<file path="src/rtl/bcd_stream_decoder.sv">
// Serialises a packed NDIG-digit BCD word, most significant digit first, as one-hot decimal beats.
// Latency 1 clk from acceptance to the first beat; outputs hold exactly while out_ready is low.
module bcd_stream_decoder #(
  parameter int NDIG = 4
) (
  input  logic              clk,
  input  logic              rst_n,
  input  logic              in_valid,
  output logic              in_ready,
  input  logic [4*NDIG-1:0] bcd_in,
  output logic              out_valid,
  input  logic              out_ready,
  output logic [9:0]        dec_out,
  output logic              err,
  output logic [3:0]        digit_idx,
  output logic              out_last
);

  typedef enum logic {IDLE, EMIT} state_t;

  localparam logic [3:0] TOP = 4'(NDIG - 1);

  state_t              state_q, state_d;
  logic [4*NDIG-1:0]   word_q, word_d;
  logic [3:0]          ptr_q, ptr_d;
  logic                rdy_q, rdy_d;
  logic                vld_q, vld_d;
  logic [9:0]          dec_q, dec_d;
  logic                err_q, err_d;
  logic [3:0]          idx_q, idx_d;
  logic                last_q, last_d;
  logic [3:0]          ptr_nxt;
  logic [10:0]         dcd;

  function automatic logic [3:0] nib_at(input logic [4*NDIG-1:0] w, input logic [3:0] k);
    nib_at = 4'd0;
    for (int i = 0; i < NDIG; i++) begin
      if (4'(i) == k) nib_at = w[4*i +: 4];
    end
  endfunction

  // Returns {err, one-hot}; codes 10..15 give an all-zero one-hot with err set.
  function automatic logic [10:0] decode(input logic [3:0] v);
    decode = 11'h400;
    if (v <= 4'd9) decode = {1'b0, 10'b1 << v};
  endfunction

  always_comb begin
    state_d = state_q;
    word_d  = word_q;
    ptr_d   = ptr_q;
    rdy_d   = rdy_q;
    vld_d   = vld_q;
    dec_d   = dec_q;
    err_d   = err_q;
    idx_d   = idx_q;
    last_d  = last_q;
    ptr_nxt = ptr_q - 4'd1;
    dcd     = 11'd0;
    case (state_q)
      IDLE: begin
        if (in_valid && rdy_q) begin
          state_d        = EMIT;
          word_d         = bcd_in;
          ptr_d          = TOP;
          rdy_d          = 1'b0;
          vld_d          = 1'b1;
          dcd            = decode(nib_at(bcd_in, TOP));
          {err_d, dec_d} = dcd;
          idx_d          = TOP;
          last_d         = (TOP == 4'd0);
        end
      end
      EMIT: begin
        if (out_ready) begin
          if (ptr_q != 4'd0) begin
            ptr_d          = ptr_nxt;
            dcd            = decode(nib_at(word_q, ptr_nxt));
            {err_d, dec_d} = dcd;
            idx_d          = ptr_nxt;
            last_d         = (ptr_nxt == 4'd0);
          end else begin
            state_d = IDLE;
            word_d  = '0;
            rdy_d   = 1'b1;
            vld_d   = 1'b0;
            dec_d   = 10'd0;
            err_d   = 1'b0;
            idx_d   = 4'd0;
            last_d  = 1'b0;
          end
        end
      end
      default: state_d = IDLE;
    endcase
  end

  always_ff @(posedge clk or negedge rst_n) begin
    if (!rst_n) begin
      state_q <= IDLE;
      word_q  <= '0;
      ptr_q   <= 4'd0;
      rdy_q   <= 1'b1;
      vld_q   <= 1'b0;
      dec_q   <= 10'd0;
      err_q   <= 1'b0;
      idx_q   <= 4'd0;
      last_q  <= 1'b0;
    end else begin
      state_q <= state_d;
      word_q  <= word_d;
      ptr_q   <= ptr_d;
      rdy_q   <= rdy_d;
      vld_q   <= vld_d;
      dec_q   <= dec_d;
      err_q   <= err_d;
      idx_q   <= idx_d;
      last_q  <= last_d;
    end
  end

  assign in_ready  = rdy_q;
  assign out_valid = vld_q;
  assign dec_out   = dec_q;
  assign err       = err_q;
  assign digit_idx = idx_q;
  assign out_last  = last_q;

endmodule

</file>
<file path="config.mk">
export PLATFORM = sky130hd
export DESIGN_NAME = bcd_stream_decoder
export DESIGN_NICKNAME = d
export VERILOG_FILES = /design/src/rtl/bcd_stream_decoder.sv
export SDC_FILE = /design/constraint.sdc
export NUM_CORES = 1
export LEC_CHECK = 0
export ABC_AREA = 1
export CAP_MARGIN = 10
export CELL_PAD_IN_SITES_DETAIL_PLACEMENT = 2
export CELL_PAD_IN_SITES_GLOBAL_PLACEMENT = 2
export CORE_MARGIN = 2
export CORE_UTILIZATION = 30
export DETAILED_ROUTE_END_ITERATION = 10
export PLACE_DENSITY_LB_ADDON = 0.08
export RECOVER_POWER = 100
export SYNTH_ARGS = -nofsm -noshare
export SYNTH_HDL_FRONTEND = slang
export SYNTH_SLANG_ARGS = --single-unit
</file>
<file path="constraint.sdc">
create_clock -name clk -period 2.6 [get_ports clk]
set_input_delay 0.65 -clock clk [delete_from_list [all_inputs] [get_ports clk]]
set_output_delay 0.65 -clock clk [all_outputs]
set_load 0.005 [all_outputs]
</file>
Word-level counts from Yosys, hierarchy flattened:

Index checks and enable logic that the tools add are counted.

* add/sub/neg operators: 1
* order comparisons: 2
* eq/ne operators: 7
* shifts and indexed selects: 2
* multiplexer cells: 45
* bitwise operators: 1
* reductions and logical operators: 6

Operator list (number)
* 2-to-1 mux 4 bit: 14
* 2-to-1 mux 16 bit: 3
* case mux 16 bit (2 select lines): 1
* 2-to-1 mux 10 bit: 3
* 2-to-1 mux 11 bit: 2
* case mux 10 bit (2 select lines): 1
* << shifter 1 x 4 -> 10 bit (first input constant): 2
* case mux 4 bit (2 select lines): 2
* 2-to-1 mux 1 bit: 14
* case mux 1 bit (2 select lines): 5
* == test 2 x 4 -> 1 bit (first input constant): 2
* less-or-equal comparator 4 bit (second input constant): 2
* inequality test 2 bit (second input constant): 3
* AND reduction 3 bit: 2
* == test 1 x 4 -> 1 bit (first input constant): 1
* zero test 4 bit: 1
* nonzero test 4 bit: 1
* subtractor 4 x 1 -> 4 bit (second input constant): 1
* inequality test 2 x 1 -> 1 bit (second input constant): 1
* AND reduction 2 bit: 1
* logical AND 1 bit: 1
* inverter 1 bit: 1

* bits in registers: 39
* input port bits: 20
* output and inout bits: 18

Depth between registers and ports, before layout:

Gate-level depths: netlist of the first run.

* word-level depth: 14
* depth in mapped cells: 14
* depth with buffers taken out: 14

Least setup slack after synthesis of the first run:

Ideal clock, no wire load.

* kind: register -> register
* start: register ptr_q[0]
* end: register dec_q[2], in the netlist dec_out[2]
* setup time: 0.073 ns
* data arrival time: 1.878 ns
* data required time: 2.527 ns
* slack: 0.649 ns
* stages on the path, launching flop included: 13
* path buffers: 1
* clock period less this slack: 1.951 ns
* cell sequence: dfrtp_1 -> inv_1 -> ha_1 -> xnor2_2 -> buf_6 -> nand4_1 -> nand3_2 -> nand2_2 -> nand2_4 -> nand2_2 -> nor2_2 -> nand2_1 -> a21oi_2

* longest elaborated chain between the ends: 14

RTL lines
* from (decl): RTL line 25 `logic [3:0] ptr_q, ptr_d;`
* from (signal assigned): RTL line 112 `ptr_q <= ptr_d;`
* subtractor 4 x 1 -> 4 bit: RTL line 58 `ptr_nxt = ptr_q - 4'd1;`
* zero test 4 bit: RTL line 38 `if (4'(i) == k) nib_at = w[4*i +: 4];`
* 2-to-1 mux 4 bit (4 in a row): RTL line 38
* 2-to-1 mux 4 bit: RTL line 76 `if (ptr_q != 4'd0) begin`
* 2-to-1 mux 4 bit: RTL line 75 `if (out_ready) begin`
* 2-to-1 mux 4 bit: RTL line 60 `case (state_q)`
* less-or-equal comparator 4 bit or << shifter 1 x 4 -> 10 bit (tied branches): RTL line 45 `if (v <= 4'd9) decode = {1'b0, 10'b1 << v};`
* 2-to-1 mux 11 bit: RTL line 45
* 2-to-1 mux 10 bit *: RTL line 76
* 2-to-1 mux 10 bit *: RTL line 75
* case mux 10 bit (2 select lines) *: RTL line 60
* to (signal assigned): RTL line 105 `dec_q <= 10'd0;`
* to (signal assigned): RTL line 115 `dec_q <= dec_d;`
* to (decl): RTL line 28 `logic [9:0] dec_q, dec_d;`

Every way passes the cells marked *; elsewhere a longest branch is shown, timed or not. The select of a mux whose other input is x is not followed.
A chain may end at the register's enable or synchronous reset.

Worst setup path in the final report of the first run:

* start: register ptr_q[0]
* end: register dec_q[9], in the netlist dec_out[9]

Same word-level chain as after synthesis.

==> impl_metrics.yaml, run 1 <==
synthesis:
  yosysWarnings: 0
  post-synth-top-area-cell: "dfrtp_1"
  synth_area_leaders: "dfrtp_1, nand2_1, nor2_1"
  ys_ff_latch: 39
  synth_top_area_frac: 0.437
  synth_cells: 280
  ys_types: 30
  synth-seq-area-share: 0.449
  avgSynthCellArea_um2: 7.77
  syn-num-nets: 305
  synth_area_um2: 2180
floorplan:
  ios: 38
  rows: 31
  start_util: 0.305
  die_h_um: 89.2
  die-area_um2: 7950
  core_area_um2: 7140
  die_w_um: 89.2
routing:
  wl_per_cell_um: 15.7
  via_per_inst: 4.71
  finalWirelength_um: 6650
  first_iter_violations: 52
  drcViolationCount: 0
  antenna_left: 0
  vias: 1995
  drt_first_pass_iters: 4
critical_path:
  worstSetupPathType: "flip-flop to flip-flop"
  critical_path_required_ns: 2.82
  cp-end-kind: "flip-flop"
  crit_fanout: 7
  crit_path_start_kind: "flip-flop"
  rrSetupSlack_ns: 0.22
  cp.arrival_ns: 2.60
cells_and_area:
  final_nets: 349
  layout_commonest_cell: "nand2_1"
  final_area_um2: 2760
  drive_gt1_frac: 0.105
  seq_area_um2: 977
  diodes: 0
  final_cell_mix: "nand2_1, nor2_1, dfrtp_1"
  layout.cells.non_filler: 424
  fillerInstances: 863
  multi_input_area_um2: 992
  areaGrowthSynthToFinish_pct: 26.9
timing:
  tightestPinTransition_ns: 1.02
  finalSetupTns_ns: 0
  setup_viol: 0
  finClkSkew_ns: 0.00902
  finalCritPeriodShare: 0.916
  fmax_ghz: 0.420
  rsz0062_at_grt: "no"
  drv_slew: 0
  min_period_ns: 2.38
  whs_ns: 0.140
  finalHoldViolCount: 0
  worst_slew_margin_rel: 0.322
clock_tree:
  h-tree-depth: 2
  clk_pin_slew_ns: 0.08
  root_buffer: "clkbuf_8"
  cts_tree: "yes"
  clk_path_buf_depth: 2
  clkLatencyLatePin_ns: 0.30
  cts_resized: 0
  post_cts_buffers: 0
  cts.sinks: 39
  numCtsBuffers: 5
  cts_hold_buf: 0
global_routing:
  grt_start_max_net_pins: 38
  grt_pass1_wl_um: 11100
  track_usage: 0.183
  grt.overflow.total: 0
  grt_pass1_vias: 2148
  antenna_found_initial: 0
pwr:
  finalPower_uw: 3310
  ir_worst_vdd_mv: 0.462
  power_leakage_uw: 0.00136
  cellPowerDensity_nw_per_um2: 1200
placement:
  place_inst: 416
  gp_congestion: 0.784
  portBuffers: 37
  place_area_um2: 2660
  dp_hpwl_um: 5120
outcome:
  status: "finished clean"
worst_hold_path:
  min_path_type: "input port to async pin"
job:
  drv_cap: 0
-- per-stage QoR --
stage / utilization / setup WS (ns)
floorplan: - / 0.649
global placement: 0.373 / 0.386
detailed placement: 0.373 / 0.237
CTS: 0.390 / 0.202
global route: 0.387 / 0.0267
finish: 0.387 / 0.219
-- logic make-up (layout without fill, tap and decap cells) --
group / count (synthesis) / in the layout / synth area share
simple gates: 158 / 158 / 0.333
buf+inv: 44 / 89 / 0.0920
flops: 39 / 39 / 0.449
compound gates: 32 / 32 / 0.0845
fa+ha+maj: 5 / 5 / 0.0288
xor+xnor: 1 / 1 / 0.00748
mux: 1 / 1 / 0.00518
-- metal layers --
layer  GRT usage  up-vias  wire, um
li1            -      982         -
met1       0.251      979      3220
met2       0.305       29      3200
met3      0.0286        5       156
met4      0.0421        0        69
met5           0        -         0
-- synthesized netlist by cell type, drive strengths merged --
library cell  number
nand2             74
nor2              45
dfrtp             38
inv               35
nand3             23
o21ai             16
nand4             14
a21oi             11
buf                6
ha                 5
a31oi              3
clkbuf             3
nor3               2
dfstp              1
mux2               1
o211ai             1
o31ai              1
xnor2              1
-- critical path, cell delays in order (launching register included) --
cell,delay (ns)
dfrtp_1,0.38
inv_1,0.13
ha_1,0.26
xnor2_2,0.41
clkbuf_1,0.25
nand4_1,0.14
nand2_1,0.09
inv_1,0.04
nand2_1,0.06
nand2_1,0.13
nor2_2,0.16
nand3_1,0.12
a21oi_1,0.14
-- state kept, by name (all words and copies together), names as in the netlist, 4 cells and up --
name       flops
word_q        16
dec_out       10
ptr_q          4
digit_idx      4
-- area by class of cell --
cell class / instances / area share
Inverter: 35 / 0.0476
Clock buffer: 6 / 0.0299
Multi-Input combinational cell: 197 / 0.359
Tap cell: 99 / 0.0449
Clock inverter: 2 / 0.0127
Timing Repair Buffer: 46 / 0.151
Sequential cell: 39 / 0.354
-- power by group --
part | switching (uW) | internal, uW | leakage, uW
clock | 228 | 311 | 0.0000612
sequential | 164 | 887 | 0.000492
combinational | 1090 | 635 | 0.000808
total | 1480 | 1830 | 0.00136
-- worst paths after layout --
path / start / endpoint / cells past startpoint
setup / recovery: ptr_q[0] / dec_out[9] / 12
hold / removal: rst_n / word_q[2] / 1
setup reg to reg: ptr_q[0] / dec_out[9] / 12
hold reg to reg: out_valid / out_valid / 2
max in group asynchronous: rst_n / word_q[3] / 2
min in group clk: out_valid / out_valid / 2
Power figures use the tool's default switching activity.
==> run 2, diff against run 1 <==
--- a/config.mk
+++ b/config.mk
@@ -7,10 +7,8 @@
 export LEC_CHECK = 0
 export ABC_AREA = 1
 export CAP_MARGIN = 10
-export CELL_PAD_IN_SITES_DETAIL_PLACEMENT = 2
-export CELL_PAD_IN_SITES_GLOBAL_PLACEMENT = 2
 export CORE_MARGIN = 2
-export CORE_UTILIZATION = 30
+export CORE_UTILIZATION = 52
 export DETAILED_ROUTE_END_ITERATION = 10
 export PLACE_DENSITY_LB_ADDON = 0.08
 export RECOVER_POWER = 100
==> impl_metrics.yaml, run 2 (synthesis gave the netlist of run 1 again) <==
global_routing:
  grt_start_max_net_pins: 40
  grt_pass1_wl_um: 8420
  track_usage: 0.243
  antenna_found_initial: 0
  grt.overflow.total: 0
  grt_pass1_vias: 1851
timing:
  worst_slew_margin_rel: 0.427
  finalHoldViolCount: 0
  min_period_ns: 2.22
  setup_viol: 0
  fmax_ghz: 0.451
  drv_slew: 0
  tightestPinTransition_ns: 0.859
  finClkSkew_ns: 0.0101
  finalSetupTns_ns: 0
  rsz0062_at_grt: "no"
  finalCritPeriodShare: 0.853
cells_and_area:
  layout.cells.non_filler: 374
  largest_reg_flops: 16
  layout_commonest_cell: "nand2_1"
  postLayoutCoreUtil: 0.664
  fillerInstances: 373
  final_area_um2: 2660
  areaGrowthSynthToFinish_pct: 22.1
  final_nets: 348
  diodes: 0
  final_cell_mix: "nand2_1, nor2_1, dfrtp_1"
  drive_gt1_frac: 0.0926
  top_register: "word_q"
clock_tree:
  numCtsBuffers: 5
  cts.sinks: 39
  cts_tree: "yes"
  cts_resized: 0
  clk_pin_slew_ns: 0.08
  root_buffer: "clkbuf_8"
  clk_path_buf_depth: 2
  clkLatencyLatePin_ns: 0.30
  post_cts_buffers: 0
  h-tree-depth: 2
  cts_hold_buf: 0
routing:
  via_per_inst: 5.18
  vias: 1938
  wl_per_cell_um: 13.0
  first_iter_violations: 139
  drcViolationCount: 0
  drt_first_pass_iters: 4
  finalWirelength_um: 4870
  antenna_left: 0
critical_path:
  rrSetupSlack_ns: 0.38
  crit_path_start_kind: "flip-flop"
  rr_startpoint: "ptr_q[0]"
  startpoint: "ptr_q[0]"
  crit_fanout: 7
  cp-end-kind: "flip-flop"
  critical_path_required_ns: 2.83
  reg2reg_depth: 12
  r2r_end: "dec_out[9]"
  cp.arrival_ns: 2.44
  worstSetupPathType: "flip-flop to flip-flop"
pwr:
  cellPowerDensity_nw_per_um2: 1160
  power_leakage_uw: 0.00134
  ir_worst_vdd_mv: 0.647
floorplan:
  core_area_um2: 4000
  die-area_um2: 4720
  die_h_um: 68.7
  start_util: 0.544
  die_w_um: 68.7
  rows: 23
  ios: 38
placement:
  gp_congestion: 0.944
  portBuffers: 37
  dp_hpwl_um: 3680
  place_inst: 366
  place_area_um2: 2590
outcome:
  status: "finished clean"
job:
  drv_cap: 0
worst_hold_path:
  min_path_type: "input port to async pin"
==> run 2: area by class of cell <==
class / instances / area [um^2] / area share
well taps: 50 / 62.6 / 0.0235
multi-input cells: 197 / 988 / 0.372
flip-flops and latches: 39 / 977 / 0.368
inverters: 35 / 131 / 0.0494
repair buffers: 45 / 418 / 0.157
clock buffers: 8 / 80.1 / 0.0301
==> run 2: critical path, stage by stage, from the launching register on <==
cell and delay (ns):
dfrtp_1 0.37, inv_1 0.12, ha_1 0.25, xnor2_2 0.35
buf_4 0.22, nand4_1 0.10, nand2_1 0.08, nand2_1 0.05
nand2_1 0.09, nand2_2 0.08, nor2_1 0.18, nand3_1 0.13
a21oi_1 0.14
==> run 2: routing by layer <==
metal | part of all wire | GRT usage | vias to the layer above
met5 | 0 | 0 | -
li1 | - | - | 987
met1 | 0.48 | 0.325 | 903
met3 | 0.051 | 0.0601 | 7
met4 | 0.017 | 0.0875 | 0
met2 | 0.45 | 0.381 | 41
==> run 2: power by group <==
group	total, uW	internal [uW]	switching (uW)
logic	1640	649	988
clock network	402	191	211
registers	1040	885	156
==> run 2: how the worst max path moves through the flow <==
| stage | slack (ns) | to | cells past startpoint |
|---|---|---|---|
| finish | 0.38 | dec_out[9] | 12 |
| global route | 0.11 | dec_out[8] | 12 |
| global placement | 0.48 | dec_out[6] | 12 |
| detailed placement | 0.44 | dec_out[7] | 12 |
| CTS | 0.42 | dec_out[7] | 12 |
| floorplan | 0.65 | dec_out[2] | 12 |
==> run 2: stage by stage <==
stage | total power (uW) | hold WS (ns) | setup WS [ns]
after global placement | 2740 | 0.452 | 0.478
final | 3080 | 0.458 | 0.383
after detailed placement | 2770 | 0.465 | 0.441
after global routing | 3380 | 0.512 | 0.110
after CTS | 3170 | 0.481 | 0.419
after floorplan | 2210 | 0.354 | 0.649
